**config.mk**
```make
export PLATFORM = sky130hd
export DESIGN_NAME = aes_round_engine
export DESIGN_NICKNAME = d
export VERILOG_FILES = /design/src/rtl/aes_round_engine.sv
export SDC_FILE = /design/constraint.sdc
export NUM_CORES = 2
export LEC_CHECK = 0
export CAP_MARGIN = 20
export CORE_ASPECT_RATIO = 0.8
export CORE_UTILIZATION = 35
export CTS_BUF_LIST = sky130_fd_sc_hd__clkbuf_8
export DETAILED_ROUTE_END_ITERATION = 10
export PLACE_DENSITY = 0.52
export SLEW_MARGIN = 25
export SYNTH_ARGS = -nofsm -noshare
export SYNTH_HDL_FRONTEND = slang
export SYNTH_SLANG_ARGS = --single-unit
```
**constraint.sdc**
```tcl
create_clock -name Clk -period 5.1 [get_ports Clk]
set_input_delay 1.53 -clock Clk [delete_from_list [all_inputs] [get_ports Clk]]
set_output_delay 1.53 -clock Clk [all_outputs]
set_load 0.1 [all_outputs]
```
**src/rtl/aes_round_engine.sv**
```systemverilog
`timescale 1ns/1ps
`default_nettype none
// +----------------------------------------------------------------------------+
// | aes_round_engine : iterative AES encryption core, one round per clock.     |
// | Rev 1.0 - initial release                                                  |
// +----------------------------------------------------------------------------+
module aes_round_engine #(
    parameter int NUM_ROUNDS = 14
) (
    input  logic         Clk,
    input  logic         Rst,
    input  logic         Start,
    input  logic         Key_Ready,
    input  logic [127:0] Plain_In,
    input  logic [127:0] Key_In,
    output logic [3:0]   Addr_Key,
    output logic         Busy,
    output logic         Done,
    output logic [127:0] Cipher_Out
);

    localparam logic [3:0] c_LAST = 4'(NUM_ROUNDS);

    // Forward S-box, entry 0x00 in the most significant byte.
    localparam logic [2047:0] c_SBOX = {
        128'h637c777bf26b6fc53001672bfed7ab76, 128'hca82c97dfa5947f0add4a2af9ca472c0,
        128'hb7fd9326363ff7cc34a5e5f171d83115, 128'h04c723c31896059a071280e2eb27b275,
        128'h09832c1a1b6e5aa0523bd6b329e32f84, 128'h53d100ed20fcb15b6acbbe394a4c58cf,
        128'hd0efaafb434d338545f9027f503c9fa8, 128'h51a3408f929d38f5bcb6da2110fff3d2,
        128'hcd0c13ec5f974417c4a77e3d645d1973, 128'h60814fdc222a908846eeb814de5e0bdb,
        128'he0323a0a4906245cc2d3ac629195e479, 128'he7c8376d8dd54ea96c56f4ea657aae08,
        128'hba78252e1ca6b4c6e8dd741f4bbd8b8a, 128'h703eb5664803f60e613557b986c11d9e,
        128'he1f8981169d98e949b1e87e9ce5528df, 128'h8ca1890dbfe6426841992d0fb054bb16
    };

    typedef enum logic [1:0] {
        IDLE   = 2'd0,
        ROUND  = 2'd1,
        FINISH = 2'd2
    } state_t;

    state_t         r_fsm;
    logic [3:0]     r_cnt;
    logic [127:0]   r_state;
    logic           r_busy;
    logic           r_done;
    logic [127:0]   w_sr;
    logic [127:0]   w_mc;

    function automatic logic [7:0] f_sbox(input logic [7:0] x);
        logic [10:0] idx;
        idx = {~x, 3'b000};
        return c_SBOX[idx +: 8];
    endfunction

    function automatic logic [7:0] f_xt(input logic [7:0] x);
        return {x[6:0], 1'b0} ^ (x[7] ? 8'h1b : 8'h00);
    endfunction

    // Byte (row r, column c) lives at bit offset 32c + 24 - 8r.
    for (genvar c = 0; c < 4; c++) begin : g_col
        for (genvar r = 0; r < 4; r++) begin : g_row
            assign w_sr[32*c+24-8*r +: 8] = f_sbox(r_state[32*((c+r)%4)+24-8*r +: 8]);
            assign w_mc[32*c+24-8*r +: 8] =
                f_xt(w_sr[32*c+24-8*r +: 8]) ^
                f_xt(w_sr[32*c+24-8*((r+1)%4) +: 8]) ^ w_sr[32*c+24-8*((r+1)%4) +: 8] ^
                w_sr[32*c+24-8*((r+2)%4) +: 8] ^ w_sr[32*c+24-8*((r+3)%4) +: 8];
        end
    end

    always_ff @(posedge Clk or negedge Rst) begin
        if (!Rst) begin
            r_fsm      <= IDLE;
            r_cnt      <= 4'd0;
            r_state    <= '0;
            r_busy     <= 1'b0;
            r_done     <= 1'b0;
            Cipher_Out <= '0;
        end else begin
            case (r_fsm)
                IDLE: begin
                    if (Start && Key_Ready) begin
                        r_state <= Plain_In ^ Key_In;
                        r_cnt   <= 4'd1;
                        r_busy  <= 1'b1;
                        r_fsm   <= ROUND;
                    end
                end
                ROUND: begin
                    if (r_cnt == c_LAST) begin
                        r_state    <= w_sr ^ Key_In;
                        Cipher_Out <= w_sr ^ Key_In;
                        r_done     <= 1'b1;
                        r_fsm      <= FINISH;
                    end else begin
                        r_state <= w_mc ^ Key_In;
                        r_cnt   <= r_cnt + 4'd1;
                    end
                end
                FINISH: begin
                    r_done <= 1'b0;
                    r_busy <= 1'b0;
                    r_cnt  <= 4'd0;
                    r_fsm  <= IDLE;
                end
                default: begin
                    r_done <= 1'b0;
                    r_busy <= 1'b0;
                    r_cnt  <= 4'd0;
                    r_fsm  <= IDLE;
                end
            endcase
        end
    end

    // The counter is zero whenever the engine is idle, so it doubles as the key address.
    assign Addr_Key = r_cnt;
    assign Busy     = r_busy;
    assign Done     = r_done;

endmodule
`default_nettype wire

```
==> impl_metrics.ini <==
[run_status]
status = finished, final reports clean

[floorplanning]
rows = 150
start_util_pct = 35.3
die_h_um = 414
io-pin-count = 394
die-width_um = 516
core-area_um2 = 210000
dieArea_um2 = 214000

[sta]
finalCritPeriodShare_pct = 99.5
min_period_ns = 5.07
whs_ns = 0.474
setup-violations-final = 0
slew_viol_final = 0
finClkSkew_ns = 0.115
finalHoldViolCount = 0
tightestPinTransition_ns = 1.12
relSlewSlack_pct = 24.5
fmax_mhz = 197

[synth]
async_reset_ff_share_pct = 100
ys_warn_count = 0
ys.flop_type = dfrtp_1
synth_nets = 11039
synth_area_um2 = 74100
yosysTopAreaCell = dfrtp_1
yosysSeqAreaShare_pct = 8.92
synthTopCellsByArea = dfrtp_1 (8.9%), mux4_2 (7.1%), o21ai_0 (6.1%), a21oi_1 (5.8%), xnor2_1 (5.7%)
yosysTopAreaCellShare_pct = 8.92
synth-edff-count = 0
yosys.cell_types.count = 121
synth_area_per_cell_um2 = 7.02
synthCells = 10551
synth_seq_cells = 264

[clock_tree]
cts_num_sinks = 264
cts_setup_buffers = 0
postCtsResizedCells = 1
clkTransAtPathRegs_ns = 0.10
cts_root_buf = clkbuf_8
cts_tree = yes
cts_max_level = 2
clkLatencyLatePin_ns = 0.95
cts_hold_buf = 0
cts_made_buffers = 60
ctsLongestPathBuffers = 3

[finish]
finalNetCount = 10942
seq_area_um2 = 6720
area_growth_syn_to_layout_pct = 12.9
multi_input_comb_area_um2 = 61300
nFillCells = 22226
drive_gt1_share_pct = 13.5

[job]
cap_viol_max_count = 0

[setup_path]
cp_cell_sequence = buf_4 -> ha_1 -> nor2b_1 -> nor3_1 -> o21ai_0 -> o311ai_0 -> o311ai_0 -> a32oi_2 -> xor2_1 -> xnor2_1 -> xnor2_1 -> o221ai_1
crit_arrival_ns = 5.85
worstSetupEndpointType = flop
cpMaxStageDelayCell = ha_1
cp.required_ns = 5.87
slowest_delay_ns = 0.79
crit_fanout = 33
critPathKind = flop to flop
startpoint_type = flop

[min_path]
hp-class = flop to flop

[detailed_routing]
drtAntennaViolNets = 0
wl_per_cell_um = 34.2
drtPass1Iterations = 9
vias_per_cell = 7.11
drc = 0
wl_um = 457000
drtIter0Drc = 17597
vias = 94728

[global_route]
grt_pass1_vias = 86536
antenna_found_initial = 24
grt.total_usage_pct = 40.9
grt-ovfl-total = 0
grt_pass1_wl_um = 650000
grt_max_degree = 147

[placed_design]
place.gp.congestion = 1.07
hpwl_um = 338000
io_buffers = 393
==> sequential cells by signal, indices dropped and copies added, names as in the netlist <==
register    cells
r_state       128
Busy            1
Cipher_Out    128
r_fsm           2
Done            1
Addr_Key        4
==> critical path, delay by kind of cell, from the launching register on <==
kind,cells,cell delay [ns]
adder cells (fa/ha/maj),1,0.79
flip-flops,1,0.39
AO/OA/AOI/OAI,5,2.09
AND/OR/NAND/NOR,2,0.59
XOR/XNOR,3,0.51
buffers and inverters,1,0.45
==> area by class of cell <==
| type | instances | area share, % |
|---|---|---|
| repair buffers | 1135 | 11.9 |
| clock inverters | 37 | 0.453 |
| diodes | 18 | 0.0538 |
| flip-flops and latches | 264 | 8.04 |
| clock buffers | 72 | 1.18 |
| well taps | 2812 | 4.20 |
| inverters | 189 | 0.854 |
| multi-input cells | 8804 | 73.3 |
==> synthesized netlist by cell type, types with 95 or more instances <==
| master | count |
|---|---|
| xor2_1 | 205 |
| a311oi_1 | 166 |
| a211oi_1 | 237 |
| mux2i_1 | 116 |
| o211ai_1 | 213 |
| o311ai_0 | 173 |
| buf_1 | 112 |
| a221oi_1 | 118 |
| ha_1 | 228 |
| inv_1 | 150 |
| nor2b_1 | 287 |
| nand2_1 | 819 |
| nor2_1 | 710 |
| clkbuf_1 | 754 |
| o31ai_1 | 103 |
| nor3_1 | 297 |
| or2_2 | 95 |
| o21ai_0 | 907 |
| a21oi_1 | 853 |
| nand3_1 | 353 |
| o221ai_1 | 174 |
| buf_2 | 374 |
| a31oi_1 | 223 |
| xnor2_1 | 486 |
| nand2b_1 | 338 |
| o22ai_1 | 104 |
| dfrtp_1 | 264 |
| mux4_2 | 235 |
==> metrics by stage <==
stage / area [um^2] / TNS (ns) / setup WS [ns] / std cells / util [%]
6_report: 83700 / 0 / 0.0251 / 13331 / 39.9
5_1_grt: 83700 / -0.00931 / -0.00931 / 13327 / 39.9
4_1_cts: 83600 / 0 / 0.145 / 13313 / 39.9
3_5_place_dp: 82200 / 0 / 0.0396 / 13204 / 39.2
3_3_place_gp: 82200 / -0.147 / -0.147 / 13203 / 39.2
2_1_floorplan: 74100 / 0 / 0.830 / 10551 / -
==> layout by cell type (no fill, tap or decap), types with 118 or more instances in the layout <==
master and count:
nand2_1 818, o221ai_1 174, xor2_1 205, a221oi_1 118, buf_4 702, o211ai_1 213
a211oi_1 236, nor2b_1 286, inv_1 163, a31oi_1 223, mux4_2 235, nor2_1 709
nor3_1 297, a311oi_1 166, a21oi_1 853, ha_1 228, nand2b_1 336, o311ai_0 172
nand3_1 353, clkdlybuf4s50_1 390, o21ai_0 907, xnor2_1 483, dfrtp_1 214
==> routing by layer <==
metal / track usage (%) / vias up / wire length [um]
met5: 0 / - / 41
met4: 23.1 / 6 / 30400
met3: 12.9 / 1283 / 63200
met2: 54.6 / 7887 / 176000
met1: 56.8 / 45823 / 187000
li1: - / 39729 / -
==> path summary, 6_finish.rpt <==
check	cells after the start	startpoint	slack, ns	endpoint
min in group asynchronous	1	Rst	0.63	Cipher_Out[44]$_DFFE_PN0P_
min	2	Cipher_Out[91]$_DFFE_PN0P_	0.47	Cipher_Out[91]$_DFFE_PN0P_
max	12	r_state[73]$_DFFE_PN0P_	0.03	r_state[9]$_DFFE_PN0P_
max reg2reg	12	r_state[73]$_DFFE_PN0P_	0.03	r_state[9]$_DFFE_PN0P_
min reg2reg	2	Cipher_Out[91]$_DFFE_PN0P_	0.47	Cipher_Out[91]$_DFFE_PN0P_
max in group asynchronous	2	Rst	3.27	r_state[21]$_DFFE_PN0P_
==> cell families after synthesis <==
kind of cell	share of synthesized area [%]
muxes	9.48
AOI/OAI and AO/OA	38.0
buffers and inverters	8.45
xor gates and xnor gates	8.89
and+or+nand+nor	22.4
adders and majority gates	3.89
DFF	8.92
Power is left out: the tool's default activity adds up to more than one toggle a clock period on the data nets, which glitch-free logic cannot reach.
